**src/rtl/dibit_packer.sv**
```systemverilog
// rtl/dibit_packer.sv - packs a 2-bit symbol stream MSB-first into OUT_WIDTH-bit words
//
// Purpose:
//   Collects dibits from the {a,b} concat stage and forms OUT_WIDTH-bit words.
//   The first dibit received lands in the top two bits of the word.
//   A flush emits the current partial word, left-aligned with zero padding,
//   and tags it with the number of valid dibits it holds.
//   Up to two words can be buffered at once: one in the output register and
//   one complete word in the accumulator.
//
// Ports:
//   clk        in   rising-edge clock
//   reset      in   asynchronous active-low reset
//   in_valid   in   in_dibit carries a symbol
//   in_ready   out  packer accepts a symbol this cycle (registered state only)
//   in_dibit   in   symbol, bit1 = a, bit0 = b
//   flush      in   request to emit the current partial word
//   out_valid  out  out_data/out_count hold a word
//   out_ready  in   consumer takes the word this cycle
//   out_data   out  packed word, first dibit in [OUT_WIDTH-1:OUT_WIDTH-2]
//   out_count  out  valid dibits in out_data, 1..N

module dibit_packer #(
  parameter int OUT_WIDTH = 8
) (
  input  logic                             clk,
  input  logic                             reset,
  input  logic                             in_valid,
  output logic                             in_ready,
  input  logic [1:0]                       in_dibit,
  input  logic                             flush,
  output logic                             out_valid,
  input  logic                             out_ready,
  output logic [OUT_WIDTH-1:0]             out_data,
  output logic [$clog2(OUT_WIDTH/2):0]     out_count
);

  localparam int N  = OUT_WIDTH / 2;
  localparam int CW = $clog2(N) + 1;

  localparam logic [CW-1:0] N_CW   = CW'(N);
  localparam logic [CW-1:0] ONE_CW = CW'(1);

  logic [OUT_WIDTH-1:0] acc_q, acc_d;
  logic [CW-1:0]        cnt_q, cnt_d;
  logic                 flush_pend_q, flush_pend_d;
  logic [OUT_WIDTH-1:0] out_data_q, out_data_d;
  logic [CW-1:0]        out_count_q, out_count_d;
  logic                 out_valid_q, out_valid_d;

  logic                 accept;
  logic                 slot_free;
  logic                 flush_req;
  logic [OUT_WIDTH-1:0] acc_nxt;
  logic [CW-1:0]        cnt_nxt;
  logic [CW:0]          pad_shamt;
  logic [OUT_WIDTH-1:0] partial_word;

  // Ready depends only on registered state, so out_ready never reaches
  // in_ready combinationally.
  assign in_ready  = (cnt_q != N_CW) && !flush_pend_q;
  assign accept    = in_valid && in_ready;
  assign slot_free = !out_valid_q || out_ready;
  // A pending flush keeps asking every cycle until the slot frees up.
  assign flush_req = flush || flush_pend_q;

  // Accumulator and count as they stand after this cycle's accept, so a
  // same-cycle flush includes the dibit accepted alongside it.
  assign acc_nxt = accept ? {acc_q[OUT_WIDTH-3:0], in_dibit} : acc_q;
  assign cnt_nxt = accept ? (cnt_q + ONE_CW) : cnt_q;

  // Left-align a partial word: shift by two bits per missing dibit. The
  // shift also drops any older bits still sitting above the live dibits.
  assign pad_shamt    = {N_CW - cnt_nxt, 1'b0};
  assign partial_word = acc_nxt << pad_shamt;

  always_comb begin
    acc_d        = acc_nxt;
    cnt_d        = cnt_nxt;
    flush_pend_d = flush_pend_q;
    out_data_d   = out_data_q;
    out_count_d  = out_count_q;
    out_valid_d  = out_valid_q;

    // A transfer empties the output register unless a word reloads it below.
    if (out_valid_q && out_ready) begin
      out_valid_d = 1'b0;
    end

    if (cnt_nxt == N_CW) begin
      // Full word, either just completed or held from earlier. Any flush
      // this cycle is absorbed by the full word.
      flush_pend_d = 1'b0;
      if (slot_free) begin
        out_data_d  = acc_nxt;
        out_count_d = N_CW;
        out_valid_d = 1'b1;
        acc_d       = '0;
        cnt_d       = '0;
      end
    end else if (flush_req && (cnt_nxt != '0)) begin
      if (slot_free) begin
        out_data_d   = partial_word;
        out_count_d  = cnt_nxt;
        out_valid_d  = 1'b1;
        acc_d        = '0;
        cnt_d        = '0;
        flush_pend_d = 1'b0;
      end else begin
        // Freeze input until the partial word can move out.
        flush_pend_d = 1'b1;
      end
    end else begin
      flush_pend_d = 1'b0;
    end
  end

  always_ff @(posedge clk or negedge reset) begin
    if (!reset) begin
      acc_q        <= '0;
      cnt_q        <= '0;
      flush_pend_q <= 1'b0;
      out_data_q   <= '0;
      out_count_q  <= '0;
      out_valid_q  <= 1'b0;
    end else begin
      acc_q        <= acc_d;
      cnt_q        <= cnt_d;
      flush_pend_q <= flush_pend_d;
      out_data_q   <= out_data_d;
      out_count_q  <= out_count_d;
      out_valid_q  <= out_valid_d;
    end
  end

  assign out_data  = out_data_q;
  assign out_count = out_count_q;
  assign out_valid = out_valid_q;

endmodule

```
**config.mk**
```make
export PLATFORM = sky130hd
export DESIGN_NAME = dibit_packer
export DESIGN_NICKNAME = d
export VERILOG_FILES = /design/src/rtl/dibit_packer.sv
export SDC_FILE = /design/constraint.sdc
export NUM_CORES = 1
export LEC_CHECK = 0
export BUFFER_PORTS_ARGS = -buffer_cell sky130_fd_sc_hd__buf_2
export CELL_PAD_IN_SITES_DETAIL_PLACEMENT = 2
export CELL_PAD_IN_SITES_GLOBAL_PLACEMENT = 2
export CORE_ASPECT_RATIO = 0.6
export CORE_UTILIZATION = 37
export CTS_CLUSTER_SIZE = 40
export DETAILED_ROUTE_END_ITERATION = 16
export PLACE_DENSITY_LB_ADDON = 0.1
export SLEW_MARGIN = 40
export SYNTH_ARGS = -nofsm -noshare
export SYNTH_HDL_FRONTEND = slang
export SYNTH_SLANG_ARGS = --single-unit
```
**constraint.sdc**
```tcl
create_clock -name clk -period 3.5 [get_ports clk]
set_clock_uncertainty 0.05 [all_clocks]
set_input_delay 0.525 -clock clk [delete_from_list [all_inputs] [get_ports clk]]
set_output_delay 0.525 -clock clk [all_outputs]
set_load 0.02 [all_outputs]
```
## Word-level counts from Yosys, hierarchy flattened

Index checks and enable logic that the tools add are counted.

| word-level totals | value |
|---|---|
| register bits after elaboration | 24 |
| bits of input ports | 7 |
| word-level logic and storage cells | 47 |
| output and inout port bits | 13 |

| operators by class | value |
|---|---|
| $add $sub $neg | 2 |
| mux-type cells | 23 |
| shifts and indexed selects | 1 |
| equal/unequal tests | 4 |
| reduce and logical (&&, ||, !) cells | 11 |

Operator list:

| cell | number |
|---|---|
| 8-bit 2-to-1 mux | 8 |
| 3-bit 2-to-1 mux | 8 |
| 8-bit by 4-bit << shifter with 8-bit output | 1 |
| 1-bit 2-to-1 mux | 7 |
| 1-bit logical AND | 4 |
| 2-bit inequality test, second input constant | 2 |
| 3-bit by 1-bit adder with 3-bit output, second input constant | 1 |
| 3-bit equality test, second input constant | 1 |
| 3-bit inequality test, second input constant | 1 |
| 3-bit AND reduction | 1 |
| 3-bit nonzero test | 1 |
| 3-bit subtractor, first input constant | 1 |
| 1-bit zero test | 2 |
| 1-bit logical OR | 2 |
| 2-bit nonzero test | 1 |

## Longest topological paths before layout

| depth | value |
|---|---|
| word-level depth | 9 |
| depth in mapped cells | 13 |

## Least setup slack after synthesis

Ideal clock, no wire load.

| timing path | value |
|---|---|
| path kind | register to register |
| start point | register cnt_q[0] |
| end point | register out_data_q[4] (netlist: out_data[4]) |
| path slack | 0.387 ns |
| cell stages (with the launch flop) | 13 |
| clock period less this slack | 3.113 ns |
| path buffers | 2 |
| library setup time | 0.125 ns |
| data arrival time | 2.938 ns |
| cell sequence | dfrtp_1 buf_1 inv_1 ha_1 buf_2 nand2b_1 mux2_4 inv_1 ha_1 nor2_1 a211oi_1 o32ai_1 mux2_4 |

| on the way | value |
|---|---|
| word-level cells in the longest chain between the ends | 9 |

RTL lines:

| item | RTL line | source |
|---|---|---|
| start: declaration | 45 | `logic [CW-1:0] cnt_q, cnt_d;` |
| start signal: assignment | 128 | `cnt_q <= cnt_d;` |
| branches (longest 9 deep; another with 3-bit by 1-bit adder with 3-bit output) | -- |  |
| end signal: assignment | 130 | `out_data_q <= out_data_d;` |
| end: declaration | 47 | `logic [OUT_WIDTH-1:0] out_data_q, out_data_d;` |

Several ways; the timed one is not identified. The select of a mux whose other input is x is not followed.
A chain may end at the register's enable or synchronous reset.

## Final worst setup path

| timing path | value |
|---|---|
| start point | register cnt_q[0] |
| end point | register out_data_q[3] (netlist: out_data[3]) |

Same word-level chain as after synthesis.

==> flow_metrics.py <==
metrics = {
    "clocking": {
        "cts_tree": "done",
        "cts.sinks": 24,
        "cts_hold_buf": 0,
        "cts_buffers": 3,
        "insertion_delay_ps": 270,
        "post_cts_resized": 0,
        "clock_path_buffers": 2,
        "post-cts-setup-buffers": 0,
        "root_buffer": "clkbuf_8",
        "cts.clk_slew.worst_paths_ps": 90,
        "cts.htree.levels": 1,
    },
    "cells_and_area": {
        "final_common_cell": "dfrtp_1",
        "layout_common_cells": "dfrtp_1, nor2_1, buf_2",
        "diodes": 0,
        "nNetsFinal": 165,
        "area_growth_pct": 14.4,
        "nFillCells": 383,
        "fin_cells": 201,
        "drive_above_1_share_pct": 30.5,
    },
    "place": {
        "dp_cells": 197,
        "numPortBuffers": 19,
        "hpwl_mm": 3.05,
        "finalWeightedCongestion": 0.803,
    },
    "drt": {
        "wl_per_cell_um": 20.4,
        "drc": 0,
        "first_pass_iters": 4,
        "routed_via_density": 5.54,
        "drtIter0Drc": 78,
        "vias": 1113,
        "drt-total-wl_mm": 4.10,
        "ant_nets": 0,
    },
    "critical_path": {
        "cp-start-kind": "flop",
        "reg2reg_from": "cnt_q[0]",
        "rrSetupSlack_ps": 490,
        "worstPathMaxFanout": 21,
        "reg2reg_to": "out_data[3]",
        "worstPathRequired_ps": 3610,
        "crit_type": "reg2reg",
        "reg2reg_depth": 9,
        "critPathCaptureType": "flop",
        "cp.arrival_ps": 3120,
        "crit_start": "cnt_q[0]",
        "endpoint": "out_data[3]",
    },
    "timing": {
        "setup_viol_count_final": 0,
        "min_period_ps": 3010,
        "tightest_slew_ps": 667,
        "setup_tns_ps": 0,
        "period_share_pct": 86.0,
        "timing.fmax_mhz": 332,
        "drv_slew": 0,
        "final_hold_viol_count": 0,
        "relSlewSlack_pct": 55.3,
        "rsz0062_at_grt": "no",
    },
    "pwr": {
        "ir_drop_v": 0.000358,
        "comb_power_share_pct": 58.4,
        "power_mw": 1.73,
        "p_leak_nw": 0.816,
        "seqPwrFrac_pct": 27.3,
        "p_switching_mw": 0.759,
        "power_density_nw_per_um2": 1030,
        "switching_share_pct": 43.8,
        "p_clk_share_pct": 14.4,
        "p_int_mw": 0.975,
    },
    "synthesis": {
        "syn_area_per_cell_um2": 11.0,
        "yosysTopAreaCell": "dfrtp_1",
        "synth-seq-cells": 24,
        "yosys_warnings": 0,
        "synthCells": 133,
        "ys_async_sr_fraction_pct": 100,
        "yosys.area.top_type_share_pct": 41.0,
        "synth-edff-count": 0,
        "syn_area_um2": 1470,
        "synth_cell_types": 40,
        "synth_fp_nets": 143,
        "yosysSeqAreaShare_pct": 41.0,
        "synth_ff_type": "dfrtp_1",
        "synthTopCellsByArea": "dfrtp_1, mux2i_1, mux2_4",
    },
    "global_routing": {
        "antenna_found_initial": 0,
        "grt_pass1_vias": 1203,
        "grtUsageTotal_pct": 21.7,
        "grt_pass1_wl_mm": 6.78,
        "grt.overflow.total": 0,
        "grt_max_degree": 25,
    },
    "die": {
        "rows": 17,
        "die_y_um": 50.7,
        "start_util_pct": 39.4,
        "die_area_um2": 4220,
        "coreArea_um2": 3720,
        "die_x_um": 83.2,
        "ios": 20,
    },
    "hold_path": {
        "hold_path_class": "in2async",
    },
    "run": {
        "cap_violations": 0,
    },
    "status": {
        "outcome": "finished clean",
    },
}
kinds of logic (layout without fill, tap and decap cells):
family          after synthesis  after routing  share of synthesized area (%)
compound gates               22             22                           12.0
xor+xnor                      1              1                          0.598
fa+ha+maj                     3              3                           2.56
buf+inv                      11             32                           4.53
flops                        24             24                           41.0
mux                          30             30                           24.8
simple gates                 42             42                           14.5
layout make-up:
class,count,area (um^2),share of cell area (%)
Timing Repair Buffer,24,133,7.91
Sequential cell,24,601,35.8
Clock buffer,3,41.3,2.46
Clock inverter,1,30.0,1.79
Tap cell,47,58.8,3.51
Multi-Input combinational cell,98,798,47.6
Inverter,4,15.0,0.896
registers in the layout, summed over array words and instances, names as in the netlist:
register / cells
acc_q: 8
cnt_q: 3
flush_pend_q: 1
out_count: 3
out_data: 8
out_valid: 1
power groups by stage:
stage | combinational, mW | sequential [mW] | clock [mW]
after detailed placement | 1.00 | 0.477 | 0
after global placement | 0.973 | 0.469 | 0
after floorplan | 0.682 | 0.529 | 0
after CTS | 1.01 | 0.473 | 0.256
after global routing | 1.10 | 0.487 | 0.269
final | 1.01 | 0.473 | 0.249
worst min path at each step:
stage | startpoint | endpoint | depth (start not counted)
after floorplan | reset | acc_q[0] | 0
after global placement | out_data[7] | out_data[7] | 1
after detailed placement | out_data[2] | out_data[2] | 1
after CTS | reset | cnt_q[2] | 1
after global routing | reset | out_valid | 1
final | reset | out_valid | 1
cell usage after synthesis, types with 3 or more instances:
| cell | number |
|---|---|
| nand2_1 | 3 |
| dfrtp_1 | 24 |
| o22ai_1 | 3 |
| nand2b_1 | 3 |
| buf_6 | 3 |
| inv_1 | 4 |
| mux2_2 | 5 |
| nor3_1 | 3 |
| a21oi_1 | 3 |
| ha_1 | 3 |
| nor2_1 | 20 |
| nand3_1 | 3 |
| mux2i_1 | 15 |
| mux2_4 | 9 |
metrics by stage:
step           setup WS [ps]  hold WS, ps  util, %  area [um^2]
2_1_floorplan            387          179        -         1470
3_3_place_gp             559          438     43.1         1610
3_5_place_dp             473          445     43.1         1610
4_1_cts                  467          203     45.0         1680
5_1_grt                  280          215     45.0         1680
6_report                 489          180     45.0         1680
worst max-delay path, stage by stage, from the launching register on:
cell	delay (ps)
dfrtp_1	380
inv_1	170
ha_1	270
nand2b_1	220
mux2_4	330
inv_1	60
ha_1	410
or3_1	210
o311a_4	410
mux2_2	380
routing by layer:
| metal | GRT usage (%) | vias to the layer above | share of wire, % |
|---|---|---|---|
| li1 | - | 527 | - |
| met1 | 32.8 | 568 | 56 |
| met2 | 32.1 | 16 | 41 |
| met3 | 4.44 | 2 | 2.7 |
| met4 | 3.45 | 0 | 0.42 |
| met5 | 0 | - | 0 |
Power figures use the tool's default switching activity.
